### src/rtl/sliding_extremum_if.sv
// Sample/result bundle for the sliding extremum tracker.
// The master drives the samples and control; the slave returns the results.
interface sliding_extremum_if #(
  parameter int unsigned DATA_WIDTH = 16,
  parameter int unsigned MAX_WIN    = 10
);
  localparam int unsigned WLW = $clog2(MAX_WIN + 1);
  localparam int unsigned AW  = $clog2(MAX_WIN);

  logic                  clr;
  logic                  in_valid;
  logic [DATA_WIDTH-1:0] xin;
  logic                  mode;
  logic [WLW-1:0]        win_len;
  logic                  out_valid;
  logic [DATA_WIDTH-1:0] yout;
  logic [AW-1:0]         yage;
  logic                  filled;
  logic [DATA_WIDTH-1:0] last_slope;

  modport master (
    output clr, in_valid, xin, mode, win_len,
    input  out_valid, yout, yage, filled, last_slope
  );

  modport slave (
    input  clr, in_valid, xin, mode, win_len,
    output out_valid, yout, yage, filled, last_slope
  );
endinterface

### src/rtl/sliding_extremum.sv
// Running max/min over the newest win_len accepted samples, with the age of the winner.
// Window length and mode are latched on clr; results appear one cycle after each accept.
module sliding_extremum #(
  parameter int unsigned DATA_WIDTH = 16,
  parameter int unsigned MAX_WIN    = 10,
  parameter bit          SIGNED     = 1'b1,
  localparam int unsigned WLW       = $clog2(MAX_WIN + 1),
  localparam int unsigned AW        = $clog2(MAX_WIN)
) (
  input logic               clk,
  input logic               rstn,
  sliding_extremum_if.slave bus
);

  typedef enum logic [0:0] {StFilling, StFull} state_e;

  logic [DATA_WIDTH-1:0] r_hist [MAX_WIN];
  logic [WLW-1:0]        r_cnt;
  logic [WLW-1:0]        r_win;
  logic                  r_mode;
  logic                  r_out_valid;
  logic [DATA_WIDTH-1:0] r_yout;
  logic [AW-1:0]         r_yage;
  logic [DATA_WIDTH-1:0] r_last_slope;
  state_e                r_state;

  logic [DATA_WIDTH-1:0] w_hist_nxt [MAX_WIN];
  logic [WLW-1:0]        w_cnt_nxt;
  logic [WLW-1:0]        w_win_clamped;
  logic [DATA_WIDTH-1:0] w_best;
  logic [AW-1:0]         w_age;
  state_e                w_state_nxt;

  // Strictly-better test; equal values never displace the newer candidate.
  function automatic logic beats(input logic [DATA_WIDTH-1:0] a,
                                 input logic [DATA_WIDTH-1:0] b,
                                 input logic                  is_min);
    logic gt, lt;
    if (SIGNED) begin
      gt = $signed(a) > $signed(b);
      lt = $signed(a) < $signed(b);
    end else begin
      gt = a > b;
      lt = a < b;
    end
    return is_min ? lt : gt;
  endfunction

  always_comb begin
    w_hist_nxt[0] = bus.xin;
    for (int unsigned i = 1; i < MAX_WIN; i++) begin
      w_hist_nxt[i] = r_hist[i-1];
    end

    w_cnt_nxt = (r_cnt < r_win) ? r_cnt + WLW'(1) : r_win;

    w_best = w_hist_nxt[0];
    w_age  = '0;
    for (int unsigned i = 1; i < MAX_WIN; i++) begin
      if ((WLW'(i) < w_cnt_nxt) && beats(w_hist_nxt[i], w_best, r_mode)) begin
        w_best = w_hist_nxt[i];
        w_age  = AW'(i);
      end
    end

    if (bus.win_len == '0) begin
      w_win_clamped = WLW'(1);
    end else if (bus.win_len > WLW'(MAX_WIN)) begin
      w_win_clamped = WLW'(MAX_WIN);
    end else begin
      w_win_clamped = bus.win_len;
    end
  end

  always_comb begin
    w_state_nxt = r_state;
    if (bus.clr) begin
      w_state_nxt = StFilling;
    end else if (bus.in_valid && (w_cnt_nxt == r_win)) begin
      w_state_nxt = StFull;
    end
  end

  always_ff @(posedge clk or negedge rstn) begin
    if (!rstn) begin
      r_state <= StFilling;
    end else begin
      r_state <= w_state_nxt;
    end
  end

  always_ff @(posedge clk or negedge rstn) begin
    if (!rstn) begin
      for (int unsigned i = 0; i < MAX_WIN; i++) r_hist[i] <= '0;
      r_cnt        <= '0;
      r_win        <= WLW'(MAX_WIN);
      r_mode       <= 1'b0;
      r_out_valid  <= 1'b0;
      r_yout       <= '0;
      r_yage       <= '0;
      r_last_slope <= '0;
    end else if (bus.clr) begin
      // clr wins over a coincident accept: the sample is dropped.
      for (int unsigned i = 0; i < MAX_WIN; i++) r_hist[i] <= '0;
      r_cnt        <= '0;
      r_win        <= w_win_clamped;
      r_mode       <= bus.mode;
      r_out_valid  <= 1'b0;
      r_yout       <= '0;
      r_yage       <= '0;
      r_last_slope <= '0;
    end else if (bus.in_valid) begin
      for (int unsigned i = 0; i < MAX_WIN; i++) r_hist[i] <= w_hist_nxt[i];
      r_cnt        <= w_cnt_nxt;
      r_out_valid  <= 1'b1;
      r_yout       <= w_best;
      r_yage       <= w_age;
      r_last_slope <= r_yout;
    end else begin
      r_out_valid  <= 1'b0;
    end
  end

  assign bus.out_valid  = r_out_valid;
  assign bus.yout       = r_yout;
  assign bus.yage       = r_yage;
  assign bus.filled     = (r_state == StFull);
  assign bus.last_slope = r_last_slope;

endmodule
### src/flat_wrapper.sv
// flat-port wrapper written by rule: the top's interface ports become plain ports
module sliding_extremum_flat 
#(
  parameter int unsigned DATA_WIDTH = 16,
  parameter int unsigned MAX_WIN    = 10,
  parameter bit          SIGNED     = 1'b1,
  localparam int unsigned WLW       = $clog2(MAX_WIN + 1),
  localparam int unsigned AW        = $clog2(MAX_WIN)
)
  (clk, rstn, bus_clr, bus_in_valid, bus_xin, bus_mode, bus_win_len, bus_out_valid, bus_yout, bus_yage, bus_filled, bus_last_slope);
  sliding_extremum_if #(.DATA_WIDTH(DATA_WIDTH), .MAX_WIN(MAX_WIN)) bus_i ();
  input logic clk;
  input logic rstn;
  input wire logic [$bits(bus_i.clr)-1:0] bus_clr;
  input wire logic [$bits(bus_i.in_valid)-1:0] bus_in_valid;
  input wire logic [$bits(bus_i.xin)-1:0] bus_xin;
  input wire logic [$bits(bus_i.mode)-1:0] bus_mode;
  input wire logic [$bits(bus_i.win_len)-1:0] bus_win_len;
  output wire logic [$bits(bus_i.out_valid)-1:0] bus_out_valid;
  output wire logic [$bits(bus_i.yout)-1:0] bus_yout;
  output wire logic [$bits(bus_i.yage)-1:0] bus_yage;
  output wire logic [$bits(bus_i.filled)-1:0] bus_filled;
  output wire logic [$bits(bus_i.last_slope)-1:0] bus_last_slope;
  assign bus_i.clr = bus_clr;
  assign bus_i.in_valid = bus_in_valid;
  assign bus_i.xin = bus_xin;
  assign bus_i.mode = bus_mode;
  assign bus_i.win_len = bus_win_len;
  assign bus_out_valid = bus_i.out_valid;
  assign bus_yout = bus_i.yout;
  assign bus_yage = bus_i.yage;
  assign bus_filled = bus_i.filled;
  assign bus_last_slope = bus_i.last_slope;
  sliding_extremum #(.DATA_WIDTH(DATA_WIDTH), .MAX_WIN(MAX_WIN), .SIGNED(SIGNED)) u_core (.clk(clk), .rstn(rstn), .bus(bus_i));
endmodule
### config.mk
export PLATFORM = sky130hd
export DESIGN_NAME = sliding_extremum_flat
export DESIGN_NICKNAME = d
export VERILOG_FILES = /design/src/rtl/sliding_extremum_if.sv /design/src/rtl/sliding_extremum.sv /design/src/flat_wrapper.sv
export SDC_FILE = /design/constraint.sdc
export NUM_CORES = 1
export LEC_CHECK = 0
export CORE_MARGIN = 5
export CORE_UTILIZATION = 55
export DETAILED_ROUTE_END_ITERATION = 12
export DONT_BUFFER_PORTS = 1
export PLACE_DENSITY_LB_ADDON = 0.15
export SLEW_MARGIN = 30
export SYNTH_ARGS = -nofsm -noshare
export SYNTH_HDL_FRONTEND = slang
export SYNTH_SLANG_ARGS = --single-unit
### constraint.sdc
create_clock -name clk -period 49.6 [get_ports clk]
set_clock_uncertainty 0.1 [all_clocks]
set_input_delay 9.92 -clock clk [delete_from_list [all_inputs] [get_ports clk]]
set_output_delay 9.92 -clock clk [all_outputs]
set_load 0.01 [all_outputs]
==> impl_summary.md <==
Routing
The first TritonRoute pass finished after 5 iterations. The residual antenna-violating net count after detailed routing is 0. The post-route DRC violation count is 0. Detailed routing inserted a total of 12,500 vias. After the first detailed-routing iteration, the DRC count stood at 1,244. Dividing the detail-routed wire length by the instance count gives 23.8 um. Summed over all layers, the routed wires come to 45,700 um.

In the routed layout, each cell is associated on average with a via count of 6.54.

Critical path
The kind of capture point of the worst setup path is a register. The critical path's most frequent cell is ha_1. The kind of start point of the critical path is a primary input. Across all register-to-register paths, the minimum setup slack is 24.75 ns. The critical-path cell with the highest stage delay is nand4_1. Data on the critical path arrives at its endpoint at 34.04 ns. Data on the critical path is required at its endpoint by 49.82 ns. The largest single stage delay on the critical path is 0.84 ns. Of all nets on the critical path, the largest fanout is 44. The worst setup path is of the in2reg kind.

Synthesis
The flop and latch count out of synthesis is 191. A synthesized cell averages 9.09 um2. Yosys mapped a number of flops with a built-in enable equal to 0. The number of distinct library cells after synthesis is 74.

Of all flip-flops after synthesis, the portion carrying an async set or reset was 100%. During synthesis, Yosys emitted a total of 0 warnings. The netlist area before placement is 14,900 um2.

The number of nets in the synthesized netlist is 1,811. In the synthesized netlist the dominant register cell turns out to be dfrtp_1. Summing the sequential cell areas from Yosys gives 32.1% of the chip area. Synthesis produced a netlist whose cell count is 1,638.

STA
The worst-case headroom to the max-slew limit is 42.3%. The final count of hold timing violations is 0. Setup violations remaining at the end of the flow were counted as 0.

Setup slack closes at 15.78 ns. The post-route fraction of the period consumed by the critical path is 68.2%. Setup repair after global routing left no endpoint under its margin. At the pin with the least slew margin, the transition time is 0.862 ns.

The total count of max-transition violations in the final report is 0. The sum of negative setup slack is 0 ns. The minimum clock period after layout is 33.82 ns.

Based on the critical path, the design can be clocked at up to 29.6 MHz.

CTS
The number of hold buffers added after CTS was 0. The clock tree from TritonCTS is built. The number of H-tree levels is 4. For the worst-skew pair, the clock arrives at the later sink with an insertion delay of 0.46 ns. The maximum number of buffers from clock root to sink is 2. The clock drives 191 sinks. After clock tree synthesis, the clock-pin slew on the worst setup and hold paths is 0.08 ns.

After clock tree synthesis, the repair step resized 0 gates. The number of buffers created by CTS is 17. The post-CTS setup-driven buffer insertion count is 0.

The root buffer selected by CTS is clkbuf_16.

Placed design
In this run the tool buffered the top-level ports with 0 buffer cells. The worst setup slack before clock tree synthesis is 15.87 ns. The final weighted congestion in routability-driven placement is 0.968. Once detailed placement completed, the half-perimeter wirelength came to 33,300 um.

Die
The number of I/O pins is 63. In this run the core area contains 60 standard-cell rows. The initial core utilization is 55.6%. The floorplan step defined a die boundary enclosing 30,500 um2. The core area is 26,800 um2. Measured along the x axis, the die boundary spans 175 um. Measured along the y axis, the die boundary spans 175 um.

Global route
Global routing finished with a remaining overflow of 0. The number of antenna violations at the first check in global routing came to 0. Entering global routing, the biggest net connects 211 pins. The wire length of the first global-routing pass is 71,500 um.

The overall global routing resource usage is 29.8%. The via count of the first global-routing pass is 12,100.

Run status
The run finished with clean final reports.

Worst hold path
The min-delay analysis places its worst path in the category reg2reg.

Cells and area
The area growth from synthesis to layout is 4.51%. Across the whole layout, storage elements account for 4780 um2. The antenna diode count is 0. The area occupied by multi-input gates is 9500 um2. The final core utilization is 58.1%. The filler cells instantiated in the layout total 2,387. In the final design database the tool counted 1,737 nets. Of the cells placed in the final design, the portion with a size suffix greater than 1 is 6.59%.

Pwr
The analysis attributes to cell leakage a power of 7.51 nW. In this run the power density over the cells is 45.8 nW/um2. VDD sags by at most 0.0000299 V.

Job
The number of max-cap violations is 0.
## state kept, by name, summed over array words and instances (netlist names)
signal,count
u_core.bus.last_slope,16
u_core.r_win,4
u_core.r_mode,1
u_core.bus.filled,1
u_core.bus.yage,4
u_core.r_hist,144
u_core.bus.yout,16
u_core.bus.out_valid,1
u_core.r_cnt,4
## final timing paths
kind                                                  to  depth (start not counted)               from
worst max-delay path                  u_core.bus.yout[4]                         85        bus_xin[14]
worst min-delay path                   u_core.r_hist[16]                          2  u_core.r_hist[16]
worst max register to register        u_core.bus.yout[4]                         84    u_core.r_win[1]
worst min register to register         u_core.r_hist[16]                          2  u_core.r_hist[16]
max in group asynchronous              u_core.r_hist[85]                          0               rstn
min in group asynchronous       u_core.bus.last_slope[8]                          0               rstn
## layout by cell type (no fill, tap or decap), drive strengths merged, types with 4 or more instances in the layout
cell,netlist,routed
a211o,5,5
a211oi,27,27
a21boi,17,17
a21o,49,49
a21oi,81,81
a311oi,18,18
a31oi,5,5
and2,17,17
and4,4,4
buf,39,9
clkbuf,63,18
clkinv,2,10
dfrtp,189,189
ha,148,148
inv,55,61
mux2,19,19
mux2i,216,216
nand2,111,111
nand2b,7,7
nand3,19,19
nand3b,18,18
nand4,49,49
nand4b,17,17
nor2,242,242
nor2b,11,11
nor3,26,26
nor4,26,26
nor4b,16,16
o211ai,11,11
o21ai,41,41
o22ai,18,18
o311ai,19,19
or2,6,6
xnor2,4,4
## per-stage QoR
stage | power (mW) | area, um2 | hold WS (ns) | std cells
after global placement | 0.564 | 15000 | 0.405 | 1886
after floorplan | 0.470 | 14900 | 0.386 | 1638
final | 0.713 | 15600 | 0.441 | 1918
after global routing | 0.760 | 15600 | 0.488 | 1918
after CTS | 0.707 | 15600 | 0.451 | 1918
after detailed placement | 0.567 | 15000 | 0.430 | 1886
## cells in the mapped netlist, types with 19 or more instances
| master | instances | area share [%] |
|---|---|---|
| clkbuf_1 | 63 | 1.6 |
| a21oi_1 | 81 | 2.7 |
| a211oi_1 | 25 | 1.3 |
| nor4_1 | 25 | 1.1 |
| ha_1 | 148 | 12 |
| nor3_1 | 26 | 0.87 |
| nand2_1 | 111 | 2.8 |
| mux2i_1 | 216 | 15 |
| nor2_1 | 240 | 6.0 |
| a21o_1 | 49 | 2.5 |
| inv_1 | 55 | 1.4 |
| mux2_2 | 19 | 1.4 |
| dfrtp_1 | 189 | 32 |
| nand3_1 | 19 | 0.64 |
| nand4_1 | 49 | 2.1 |
| o21ai_0 | 41 | 1.4 |
## logic make-up (layout without fill, tap and decap cells)
group / after synthesis / count (layout) / share of synthesized area, %
AND/OR/NAND/NOR: 579 / 579 / 19.5
AO/OA/AOI/OAI: 320 / 320 / 15.3
multiplexers: 235 / 235 / 16.0
flip-flops: 191 / 191 / 32.1
buffers and inverters: 159 / 98 / 4.38
adder cells (fa/ha/maj): 148 / 148 / 12.4
XOR/XNOR: 6 / 6 / 0.353
## report_power, final
part           leakage [nW]  internal (mW)  total [mW]  switching [mW]
Clock                 0.283         0.0672       0.138          0.0706
Combinational          4.61          0.158       0.397           0.239
Sequential             2.62          0.164       0.178          0.0142
Total                  7.51          0.389       0.713           0.324
## area by class of cell
type | instances | share of cell area [%]
inverters | 57 | 1.37
well taps | 341 | 2.74
multi-input cells | 1288 | 61.0
flip-flops and latches | 191 | 30.7
clock buffers | 18 | 2.76
clock inverters | 14 | 0.957
repair buffers | 9 | 0.434
## layer usage
layer	track usage [%]	wire, um	vias to the layer above
met5	0	0	-
met4	12.2	1990	0
met3	4.81	2800	117
met2	48.2	20900	506
met1	40.1	20100	6042
li1	-	-	5878
## worst max-delay path, delay by kind of cell
family	cells	cell delay [ns]
buf+inv	5	1.82
compound gates	39	9.04
mux	7	2.35
simple gates	25	7.93
fa+ha+maj	9	2.85
(Power assumes the default switching activity.)
